## config.mk

```make
export PLATFORM = sky130hd
export DESIGN_NAME = multicycle_controller
export DESIGN_NICKNAME = d
export VERILOG_FILES = /design/src/rtl/multicycle_controller.sv
export SDC_FILE = /design/constraint.sdc
export NUM_CORES = 1
export LEC_CHECK = 0
export CORE_UTILIZATION = 50
export CTS_BUF_LIST = sky130_fd_sc_hd__clkbuf_8
export CTS_CLUSTER_SIZE = 10
export DETAILED_ROUTE_END_ITERATION = 8
export PLACE_DENSITY = 0.78
export REMOVE_ABC_BUFFERS = 1
export SYNTH_ARGS = -nofsm -noshare
export SYNTH_HDL_FRONTEND = slang
export SYNTH_SLANG_ARGS = --single-unit
```

## constraint.sdc

```tcl
create_clock -name clk -period 2.55 [get_ports clk]
set_clock_uncertainty 0.15 [all_clocks]
set_input_delay 0.255 -clock clk [delete_from_list [all_inputs] [get_ports clk]]
set_output_delay 0.255 -clock clk [all_outputs]
set_load 0.01 [all_outputs]
```

## src/rtl/multicycle_controller.sv

```systemverilog
// Multi-cycle instruction sequencer: FETCH/DECODE/EXEC/MEM/WB with memory handshake,
// optional wait timeout trap and sticky illegal-opcode flag.
module multicycle_controller #(
  parameter int OPCODE_W   = 6,
  parameter int ALU_CTRL_W = 4,
  parameter int TIMEOUT    = 16,
  parameter int CNT_W      = 8
) (
  input  logic                  clk,
  input  logic                  rst_n,
  input  logic                  run,
  input  logic [OPCODE_W-1:0]   opcode,
  input  logic                  mem_ready,
  output logic                  pc_write,
  output logic                  ir_write,
  output logic                  iord,
  output logic                  mem_read,
  output logic                  mem_write,
  output logic                  reg_dst,
  output logic                  reg_write,
  output logic                  alu_src,
  output logic                  shamt_sel,
  output logic                  mem_to_reg,
  output logic [ALU_CTRL_W-1:0] alu_control,
  output logic                  illegal_op,
  output logic                  timeout,
  output logic [2:0]            state
);

  localparam logic [2:0] S_IDLE   = 3'd0;
  localparam logic [2:0] S_FETCH  = 3'd1;
  localparam logic [2:0] S_DECODE = 3'd2;
  localparam logic [2:0] S_EXEC   = 3'd3;
  localparam logic [2:0] S_MEM    = 3'd4;
  localparam logic [2:0] S_WB     = 3'd5;
  localparam logic [2:0] S_TRAP   = 3'd6;

  localparam logic [OPCODE_W-1:0] OP_ADD  = OPCODE_W'(6'b000001);
  localparam logic [OPCODE_W-1:0] OP_SUB  = OPCODE_W'(6'b000010);
  localparam logic [OPCODE_W-1:0] OP_INC  = OPCODE_W'(6'b000011);
  localparam logic [OPCODE_W-1:0] OP_DEC  = OPCODE_W'(6'b000100);
  localparam logic [OPCODE_W-1:0] OP_AND  = OPCODE_W'(6'b000101);
  localparam logic [OPCODE_W-1:0] OP_OR   = OPCODE_W'(6'b000110);
  localparam logic [OPCODE_W-1:0] OP_XOR  = OPCODE_W'(6'b000111);
  localparam logic [OPCODE_W-1:0] OP_NOT  = OPCODE_W'(6'b001000);
  localparam logic [OPCODE_W-1:0] OP_SHL  = OPCODE_W'(6'b001001);
  localparam logic [OPCODE_W-1:0] OP_SHR  = OPCODE_W'(6'b001010);
  localparam logic [OPCODE_W-1:0] OP_ADDI = OPCODE_W'(6'b001011);
  localparam logic [OPCODE_W-1:0] OP_SUBI = OPCODE_W'(6'b001100);
  localparam logic [OPCODE_W-1:0] OP_CMP  = OPCODE_W'(6'b001101);
  localparam logic [OPCODE_W-1:0] OP_LW   = OPCODE_W'(6'b100010);
  localparam logic [OPCODE_W-1:0] OP_SW   = OPCODE_W'(6'b100100);

  // Returns {alu_src, shamt_sel, alu_control[3:0]}
  function automatic logic [5:0] decode(input logic [OPCODE_W-1:0] op);
    case (op)
      OP_ADD:  decode = 6'b00_0101;
      OP_ADDI: decode = 6'b10_0101;
      OP_SUB:  decode = 6'b00_0110;
      OP_SUBI: decode = 6'b10_0110;
      OP_INC:  decode = 6'b00_0111;
      OP_DEC:  decode = 6'b00_0100;
      OP_AND:  decode = 6'b00_0001;
      OP_OR:   decode = 6'b00_0011;
      OP_XOR:  decode = 6'b00_0010;
      OP_NOT:  decode = 6'b00_0000;
      OP_SHL:  decode = 6'b01_1001;
      OP_SHR:  decode = 6'b01_1010;
      OP_CMP:  decode = 6'b00_1000;
      OP_LW:   decode = 6'b10_0101;
      OP_SW:   decode = 6'b10_0101;
      default: decode = 6'b00_0000;
    endcase
  endfunction

  function automatic logic known(input logic [OPCODE_W-1:0] op);
    known = op inside {OP_ADD, OP_ADDI, OP_SUB, OP_SUBI, OP_INC, OP_DEC, OP_AND, OP_OR,
                       OP_XOR, OP_NOT, OP_SHL, OP_SHR, OP_CMP, OP_LW, OP_SW};
  endfunction

  logic [2:0]          state_q, state_d;
  logic [OPCODE_W-1:0] op_q, op_d;
  logic [CNT_W-1:0]    cnt_q, cnt_d, cnt_inc;
  logic                illegal_q, illegal_d, timeout_q, timeout_d;
  logic [5:0]          dec_op;
  logic                is_lw, is_sw, waiting, wait_hit, dp_active;
  logic [2:0]          next_fetch;

  assign dec_op     = decode(op_q);
  assign is_lw      = (op_q == OP_LW);
  assign is_sw      = (op_q == OP_SW);
  assign waiting    = ((state_q == S_FETCH) || (state_q == S_MEM)) && !mem_ready;
  assign cnt_inc    = (&cnt_q) ? cnt_q : cnt_q + CNT_W'(1);
  assign wait_hit   = (TIMEOUT != 0) && waiting && (cnt_inc >= CNT_W'(TIMEOUT));
  assign next_fetch = run ? S_FETCH : S_IDLE;
  assign dp_active  = (state_q == S_EXEC) || (state_q == S_MEM) || (state_q == S_WB);

  always_comb begin
    state_d   = state_q;
    op_d      = op_q;
    illegal_d = illegal_q;
    timeout_d = timeout_q;
    case (state_q)
      S_IDLE:   if (run) state_d = S_FETCH;
      S_FETCH: begin
        if (mem_ready) state_d = S_DECODE;
        else if (wait_hit) begin
          state_d   = S_TRAP;
          timeout_d = 1'b1;
        end
      end
      S_DECODE: begin
        op_d = opcode;
        if (known(opcode)) state_d = S_EXEC;
        else begin
          illegal_d = 1'b1;
          state_d   = next_fetch;
        end
      end
      S_EXEC:   state_d = (is_lw || is_sw) ? S_MEM : S_WB;
      S_MEM: begin
        if (mem_ready) state_d = is_sw ? next_fetch : S_WB;
        else if (wait_hit) begin
          state_d   = S_TRAP;
          timeout_d = 1'b1;
        end
      end
      S_WB:     state_d = next_fetch;
      S_TRAP:   state_d = S_TRAP;
      default:  state_d = S_IDLE;
    endcase
    // Any state change restarts the wait count, so each FETCH/MEM entry begins at zero.
    if (state_d != state_q) cnt_d = '0;
    else if (waiting)       cnt_d = cnt_inc;
    else                    cnt_d = cnt_q;
  end

  always_ff @(posedge clk or negedge rst_n) begin
    if (!rst_n) begin
      state_q   <= S_IDLE;
      op_q      <= '0;
      cnt_q     <= '0;
      illegal_q <= 1'b0;
      timeout_q <= 1'b0;
    end else begin
      state_q   <= state_d;
      op_q      <= op_d;
      cnt_q     <= cnt_d;
      illegal_q <= illegal_d;
      timeout_q <= timeout_d;
    end
  end

  always_comb begin
    pc_write    = 1'b0;
    ir_write    = 1'b0;
    iord        = 1'b0;
    mem_read    = 1'b0;
    mem_write   = 1'b0;
    reg_dst     = 1'b0;
    reg_write   = 1'b0;
    alu_src     = 1'b0;
    shamt_sel   = 1'b0;
    mem_to_reg  = 1'b0;
    alu_control = '0;
    case (state_q)
      S_FETCH: begin
        mem_read = 1'b1;
        ir_write = mem_ready;
        pc_write = mem_ready;
      end
      S_MEM: begin
        iord      = 1'b1;
        mem_read  = is_lw;
        mem_write = is_sw;
      end
      S_WB:    reg_write = 1'b1;
      default: ;
    endcase
    if (dp_active) begin
      reg_dst     = !is_lw;
      mem_to_reg  = !is_lw;
      alu_src     = dec_op[5];
      shamt_sel   = dec_op[4];
      alu_control = ALU_CTRL_W'(dec_op[3:0]);
    end
    if (state_q == S_MEM) alu_control = ALU_CTRL_W'(4'b0101);
  end

  assign illegal_op = illegal_q;
  assign timeout    = timeout_q;
  assign state      = state_q;

endmodule

```

==> impl_metrics.env, run 1 <==
export IMPL_cp_required_ns=2.14
export IMPL_grt_pass1_vias=1157
export IMPL_timing_rr_start="cnt_q[0]$_DFFE_PN0P_"
export IMPL_setup_violations=0
export IMPL_fin_crit_ns=2.47
export IMPL_ant_nets=0
export IMPL_first_pass_iters=4
export IMPL_peakVddDrop_mv=0.803
export IMPL_outcome="completed"
export IMPL_dieHeight_um=54.9
export IMPL_core_area_mm2=0.00257
export IMPL_antennaDiodeCount=0
export IMPL_gp_congestion=0.828
export IMPL_cts_root_buffer_cell="clkbuf_8"
export IMPL_routed_via_density=6.07
export IMPL_cts_buffers_inserted=3
export IMPL_ys_seq_area_share_pct=34.0
export IMPL_synthTopCellsByArea="dfrtp_1 (34%), ha_1 (5.4%), nor2_1 (4.3%), mux2_2 (4.0%), a21oi_1 (3.2%)"
export IMPL_ys_warn_count=0
export IMPL_cp_start_kind="flop"
export IMPL_ys_async_sr_fraction_pct=100
export IMPL_drt_wirelength_per_cell_um=15.9
export IMPL_port_buffer_count=28
export IMPL_hold_viol=0
export IMPL_syn_avg_cell_area_um2=9.03
export IMPL_hold_buffers=0
export IMPL_p_clk_share_pct=11.8
export IMPL_internal_power_w=0.00106
export IMPL_rsz0062_at_grt="false"
export IMPL_crit_start="state[2]$_DFF_PN0_"
export IMPL_dpl_instance_area_mm2=0.00173
export IMPL_wl_met3_um=209
export IMPL_powerDensity_mw_per_mm2=1030
export IMPL_setup_tns_ns=0
export IMPL_clk_pin_slew_ns=0.08
export IMPL_area_growth_pct=28.7
export IMPL_period_share_pct=96.7
export IMPL_arrival_ns=2.06
export IMPL_syn_inst=155
export IMPL_worstMarginPinSlew_ns=0.729
export IMPL_initial_utilization_pct=54.5
export IMPL_nets=205
export IMPL_slew_headroom_pct=50.7
export IMPL_cts_tree="built"
export IMPL_antenna_found_initial=0
export IMPL_grt_ovfl_total=0
export IMPL_critical_path_buf_inv_count=1
export IMPL_critPathCaptureType="primary output"
export IMPL_drc=0
export IMPL_insertion_delay_ns=0.26
export IMPL_cts_path_max_buffers=2
export IMPL_finish_utilization_pct=70.2
export IMPL_leakage_nw=0.755
export IMPL_htreeDepth=1
export IMPL_maxSlewViolCount=0
export IMPL_yosysTopAreaCell="dfrtp_1"
export IMPL_yosysTopAreaCellShare_pct=34.0
export IMPL_die_area_mm2=0.00302
export IMPL_critPathMaxStageDelay_ns=0.50
export IMPL_fmax_ghz=0.405
export IMPL_ys_types=45
export IMPL_sw_frac_of_total_pct=42.4
export IMPL_drt_iter0_markers=55
export IMPL_netlist_area_mm2=0.00140
export IMPL_hold_path_class="primary input to asynchronous set/reset pin"
export IMPL_m1WireLength_um=1530
export IMPL_topRoutingLayerUsed="met4"
export IMPL_cp_max_fo=4
export IMPL_hpwl_um=2590
export IMPL_power_frac_seq_pct=26.5
export IMPL_ys_ff_latch=19
export IMPL_rows=18
export IMPL_cp_cell_sequence="nand3b_4 -> and2_4 -> or4b_4 -> o22ai_2 -> or3_1 -> clkdlybuf4s15_1"
export IMPL_grt_pass1_wl_um=5240
export IMPL_synth_flop_cell="dfrtp_1"
export IMPL_final_area_mm2=0.00180
export IMPL_cts_sinks=19
export IMPL_grt_total_usage_pct=24.8
export IMPL_die_w_um=54.9
export IMPL_synth_edf_count=0
export IMPL_routed_wl_met2_um=1680
export IMPL_synth_commonest_cells="dfrtp_1 (19), nor2_1 (16), nand2_1 (12)"
export IMPL_crit_family="simple AND/OR/NAND/NOR gates"
export IMPL_comb_power_share_pct=61.7
export IMPL_switching_power_w=0.000783
export IMPL_yosysMostFrequentCell="dfrtp_1"
export IMPL_maxCapViolations=0
export IMPL_worst_setup_path_type="flop to primary output"
export IMPL_pin_count=29
export IMPL_drive_gt1_share_pct=18.6
export IMPL_grt_start_max_net_pins=20
export IMPL_cp_slowest_cell="or4b_4"
export IMPL_routed_wirelength_um=3460
export IMPL_vias=1323
## placed cells by master, fill, tap and decap left out, drive strengths merged, types with 2 or more instances in the layout
| cell | netlist | final |
|---|---|---|
| inv | 7 | 7 |
| o211ai | 5 | 5 |
| clkdlybuf4s50 | 0 | 22 |
| xnor2 | 4 | 4 |
| a211oi | 5 | 5 |
| nand3 | 6 | 6 |
| nor3b | 3 | 3 |
| nor4 | 2 | 2 |
| dfrtp | 19 | 19 |
| o21bai | 3 | 3 |
| a31oi | 2 | 2 |
| or3 | 2 | 2 |
| nor2 | 16 | 16 |
| a21oi | 9 | 9 |
| nand3b | 2 | 2 |
| nand2b | 5 | 5 |
| o21a | 2 | 2 |
| o21ai | 6 | 6 |
| mux2 | 5 | 5 |
| clkbuf | 3 | 3 |
| nor3 | 7 | 7 |
| dlygate4sd2 | 0 | 5 |
| a311oi | 2 | 2 |
| buf | 4 | 8 |
| mux2i | 3 | 3 |
| and3 | 2 | 2 |
| nand2 | 12 | 12 |
| ha | 6 | 6 |
## layout make-up
| type | instances | area [um2] |
|---|---|---|
| Fill cell | 213 | 766 |
| Timing Repair Buffer | 36 | 334 |
| Clock buffer | 3 | 41.3 |
| Sequential cell | 19 | 477 |
| Inverter | 7 | 26.3 |
| Tap cell | 30 | 37.5 |
| Clock inverter | 1 | 7.51 |
| Multi-Input combinational cell | 122 | 878 |
## worst register-to-register path, cell delays in order (launching register included)
cell and delay [ns]:
dfrtp_1 0.44, ha_1 0.27, nand3_1 0.22, nor3_1 0.16, o311ai_2 0.33, o211ai_2 0.26, a311oi_1 0.31
## cells by family (layout without fill, tap and decap cells)
kind of cell | Yosys count | after routing | synth area share (%)
flops | 19 | 19 | 34.0
fa+ha+maj | 6 | 6 | 5.36
xor+xnor | 4 | 4 | 2.50
compound gates | 40 | 40 | 21.1
simple gates | 64 | 64 | 26.4
mux | 8 | 8 | 6.17
buf+inv | 14 | 47 | 4.56
## registers in the layout (all words and copies together) (netlist names)
name,count
state,3
cnt_q,8
op_q,6
timeout,1
illegal_op,1
## metal layers
layer / track usage, % / vias up
met3: 5.46 / 8
met4: 5.00 / 0
li1: - / 636
met5: 0 / -
met2: 43.0 / 57
met1: 31.8 / 622
## per-stage QoR
stage / hold slack, ns / setup slack (ns) / instances / power [W]
2_1_floorplan: -0.191 / 0.333 / 148 / 0.00113
3_3_place_gp: 0.300 / 0.119 / 212 / 0.00155
3_5_place_dp: 0.307 / 0.0282 / 212 / 0.00158
4_1_cts: 0.174 / 0.00545 / 217 / 0.00181
5_1_grt: 0.232 / 0.00438 / 218 / 0.00197
6_report: 0.173 / 0.0834 / 218 / 0.00185
## timing repair
action | 4_1_cts | 5_1_grt
resized for setup | 8 | 6
endpoints found under the setup margin | 6 | 3
buffers inserted | 1 | 1
pin swaps | 0 | 0
## worst paths after layout
kind | endpoint | slack, ns | cells past startpoint
worst max-delay path | alu_control[2] | 0.08 | 6
worst min-delay path | state[2]$_DFF_PN0_ | 0.17 | 2
worst max register to register | cnt_q[2]$_DFFE_PN0P_ | 0.32 | 6
worst min register to register | timeout$_DFFE_PN0P_ | 0.32 | 1
max in group asynchronous | state[2]$_DFF_PN0_ | 1.85 | 2
min in group clk | timeout$_DFFE_PN0P_ | 0.32 | 1
## power groups by stage
stage,clock [W],sequential (W),combinational [W]
CTS,0.000227,0.000477,0.00110
global route,0.000235,0.000500,0.00124
finish,0.000219,0.000489,0.00114
global placement,0,0.000477,0.00107
detailed placement,0,0.000485,0.00110
floorplan,0,0.000538,0.000596
(Power assumes the default switching activity.)
==> run 2, diff against run 1 <==
- CAP_MARGIN: default -> 20
==> results of run 2 <==
Same layout as run 1: the final DEF is identical, and so are final timing and power.
==> run 3, diff against run 2 <==
- CAP_MARGIN: 20 -> default
- REMOVE_ABC_BUFFERS: 1 -> default
==> impl_metrics.env, run 3 (synthesized netlist as in run 1, its figures left out) <==
export IMPL_outcome="completed"
export IMPL_grt_start_max_net_pins=20
export IMPL_htreeDepth=1
export IMPL_cts_tree="built"
export IMPL_worst_setup_path_type="flop to primary output"
export IMPL_switching_power_w=0.000795
export IMPL_first_pass_iters=4
export IMPL_vias=1321
export IMPL_worstMarginPinSlew_ns=0.787
export IMPL_maxCapViolations=0
export IMPL_rows=18
export IMPL_routed_wirelength_um=3510
export IMPL_routed_via_density=5.95
export IMPL_cts_buffers_inserted=3
export IMPL_nets=209
export IMPL_area_growth_pct=31.5
export IMPL_period_share_pct=97.5
export IMPL_port_buffer_count=28
export IMPL_regMostFlops="cnt_q"
export IMPL_fin_crit_ns=2.49
export IMPL_cp_required_ns=2.14
export IMPL_die_w_um=54.9
export IMPL_setup_violations=0
export IMPL_grt_total_usage_pct=25.6
export IMPL_slew_headroom_pct=46.8
export IMPL_hpwl_um=2640
export IMPL_hold_viol=0
export IMPL_cp_max_fo=4
export IMPL_grt_pass1_vias=1234
export IMPL_internal_power_w=0.00110
export IMPL_finish_utilization_pct=71.7
export IMPL_drt_wirelength_per_cell_um=15.8
export IMPL_cts_root_buffer_cell="clkbuf_8"
export IMPL_dieHeight_um=54.9
export IMPL_insertion_delay_ns=0.26
export IMPL_antenna_found_initial=0
export IMPL_final_area_mm2=0.00184
export IMPL_final_common_cell="clkdlybuf4s50_1"
export IMPL_initial_utilization_pct=54.5
export IMPL_holdWs_ns=0.177
export IMPL_sw_frac_of_total_pct=42.0
export IMPL_cts_path_max_buffers=2
export IMPL_peakVddDrop_mv=0.773
export IMPL_preCtsSetupSlack_ns=0.0624
export IMPL_cp_start_kind="flop"
export IMPL_arrival_ns=2.08
export IMPL_gp_congestion=0.823
export IMPL_syn_num_nets=171
export IMPL_setup_ws_ns=0.0628
export IMPL_core_area_mm2=0.00257
export IMPL_dpl_instance_area_mm2=0.00173
export IMPL_drc=0
export IMPL_pin_count=29
export IMPL_comb_power_share_pct=63.3
export IMPL_critPathCaptureType="primary output"
export IMPL_drive_gt1_share_pct=18.8
export IMPL_hold_path_class="primary input to asynchronous set/reset pin"
export IMPL_antennaDiodeCount=0
export IMPL_clk_pin_slew_ns=0.08
export IMPL_powerDensity_mw_per_mm2=1030
export IMPL_leakage_nw=0.817
export IMPL_die_area_mm2=0.00302
export IMPL_drt_iter0_markers=25
export IMPL_layout_common_cells="clkdlybuf4s50_1 (22), dfrtp_1 (19), nor2_1 (16), buf_4 (12), nand2_1 (11)"
export IMPL_ant_nets=0
export IMPL_grt_pass1_wl_um=5470
export IMPL_power_frac_seq_pct=25.2
export IMPL_cts_sinks=19
export IMPL_p_clk_share_pct=11.5
export IMPL_maxSlewViolCount=0
export IMPL_grt_ovfl_total=0
export IMPL_fmax_ghz=0.402
export IMPL_largest_register_ffs=8
export IMPL_hold_buffers=0
==> run 3: cell count changes in the layout (fill, tap and decap cells not counted), sizes merged <==
| cell | previous run | this run |
|---|---|---|
| buf | 8 | 12 |
| clkdlybuf4s15 | 1 | 0 |
| dlygate4sd2 | 5 | 4 |
| dlymetal6s2s | 0 | 2 |
==> run 3: metal layers <==
| metal | global-route usage, % | routed length [um] | up-vias |
|---|---|---|---|
| met3 | 7.38 | 196 | 6 |
| met4 | 5.42 | 32 | 0 |
| met1 | 29.5 | 1500 | 628 |
| met5 | 0 | 0 | - |
| met2 | 46.8 | 1790 | 43 |
| li1 | - | - | 644 |
==> run 3: worst paths after layout <==
| check | startpoint | endpoint | slack [ns] | depth (start not counted) |
|---|---|---|---|---|
| min in group clk | timeout$_DFFE_PN0P_ | timeout$_DFFE_PN0P_ | 0.32 | 1 |
| setup reg to reg | cnt_q[0]$_DFFE_PN0P_ | cnt_q[5]$_DFFE_PN0P_ | 0.27 | 6 |
| max in group asynchronous | rst_n | cnt_q[2]$_DFFE_PN0P_ | 1.86 | 2 |
| hold reg to reg | timeout$_DFFE_PN0P_ | timeout$_DFFE_PN0P_ | 0.32 | 1 |
| hold / removal | rst_n | op_q[5]$_DFFE_PN0P_ | 0.18 | 2 |
| setup / recovery | op_q[1]$_DFFE_PN0P_ | alu_control[2] | 0.06 | 7 |
==> run 3: timing repair <==
action / 4_1_cts / 5_1_grt
resized for setup: 5 / 7
endpoints found under the setup margin: 6 / 4
buffers inserted: 5 / 0
==> run 3: critical path, cell delays in order, from the launching register on <==
cell and delay (ns):
dfrtp_1 0.39, buf_4 0.14, ha_1 0.18, mux2_2 0.30, nand2_4 0.09, o22ai_2 0.09, or3_1 0.34, dlygate4sd2_1 0.29
==> run 3: through the flow <==
step	total power [W]	instances	TNS (ns)
floorplan	0.00118	155	0
global placement	0.00155	213	0
detailed placement	0.00159	213	0
CTS	0.00186	222	0
global route	0.00203	222	-0.00161
finish	0.00189	222	0
==> run 3: cell type report <==
class / count / area [um2]
clock buffers: 3 / 41.3
clock inverters: 1 / 7.51
fillers: 218 / 727
inverters: 7 / 26.3
multi-input cells: 122 / 882
flip-flops and latches: 19 / 475
well taps: 30 / 37.5
repair buffers: 40 / 370
==> run 3: power by group through the flow <==
stage / Sequential [W] / Combinational [W] / Clock, W
finish: 0.000478 / 0.00120 / 0.000217
CTS: 0.000465 / 0.00117 / 0.000221
floorplan: 0.000475 / 0.000707 / 0
global placement: 0.000479 / 0.00107 / 0
global route: 0.000489 / 0.00131 / 0.000233
detailed placement: 0.000485 / 0.00110 / 0
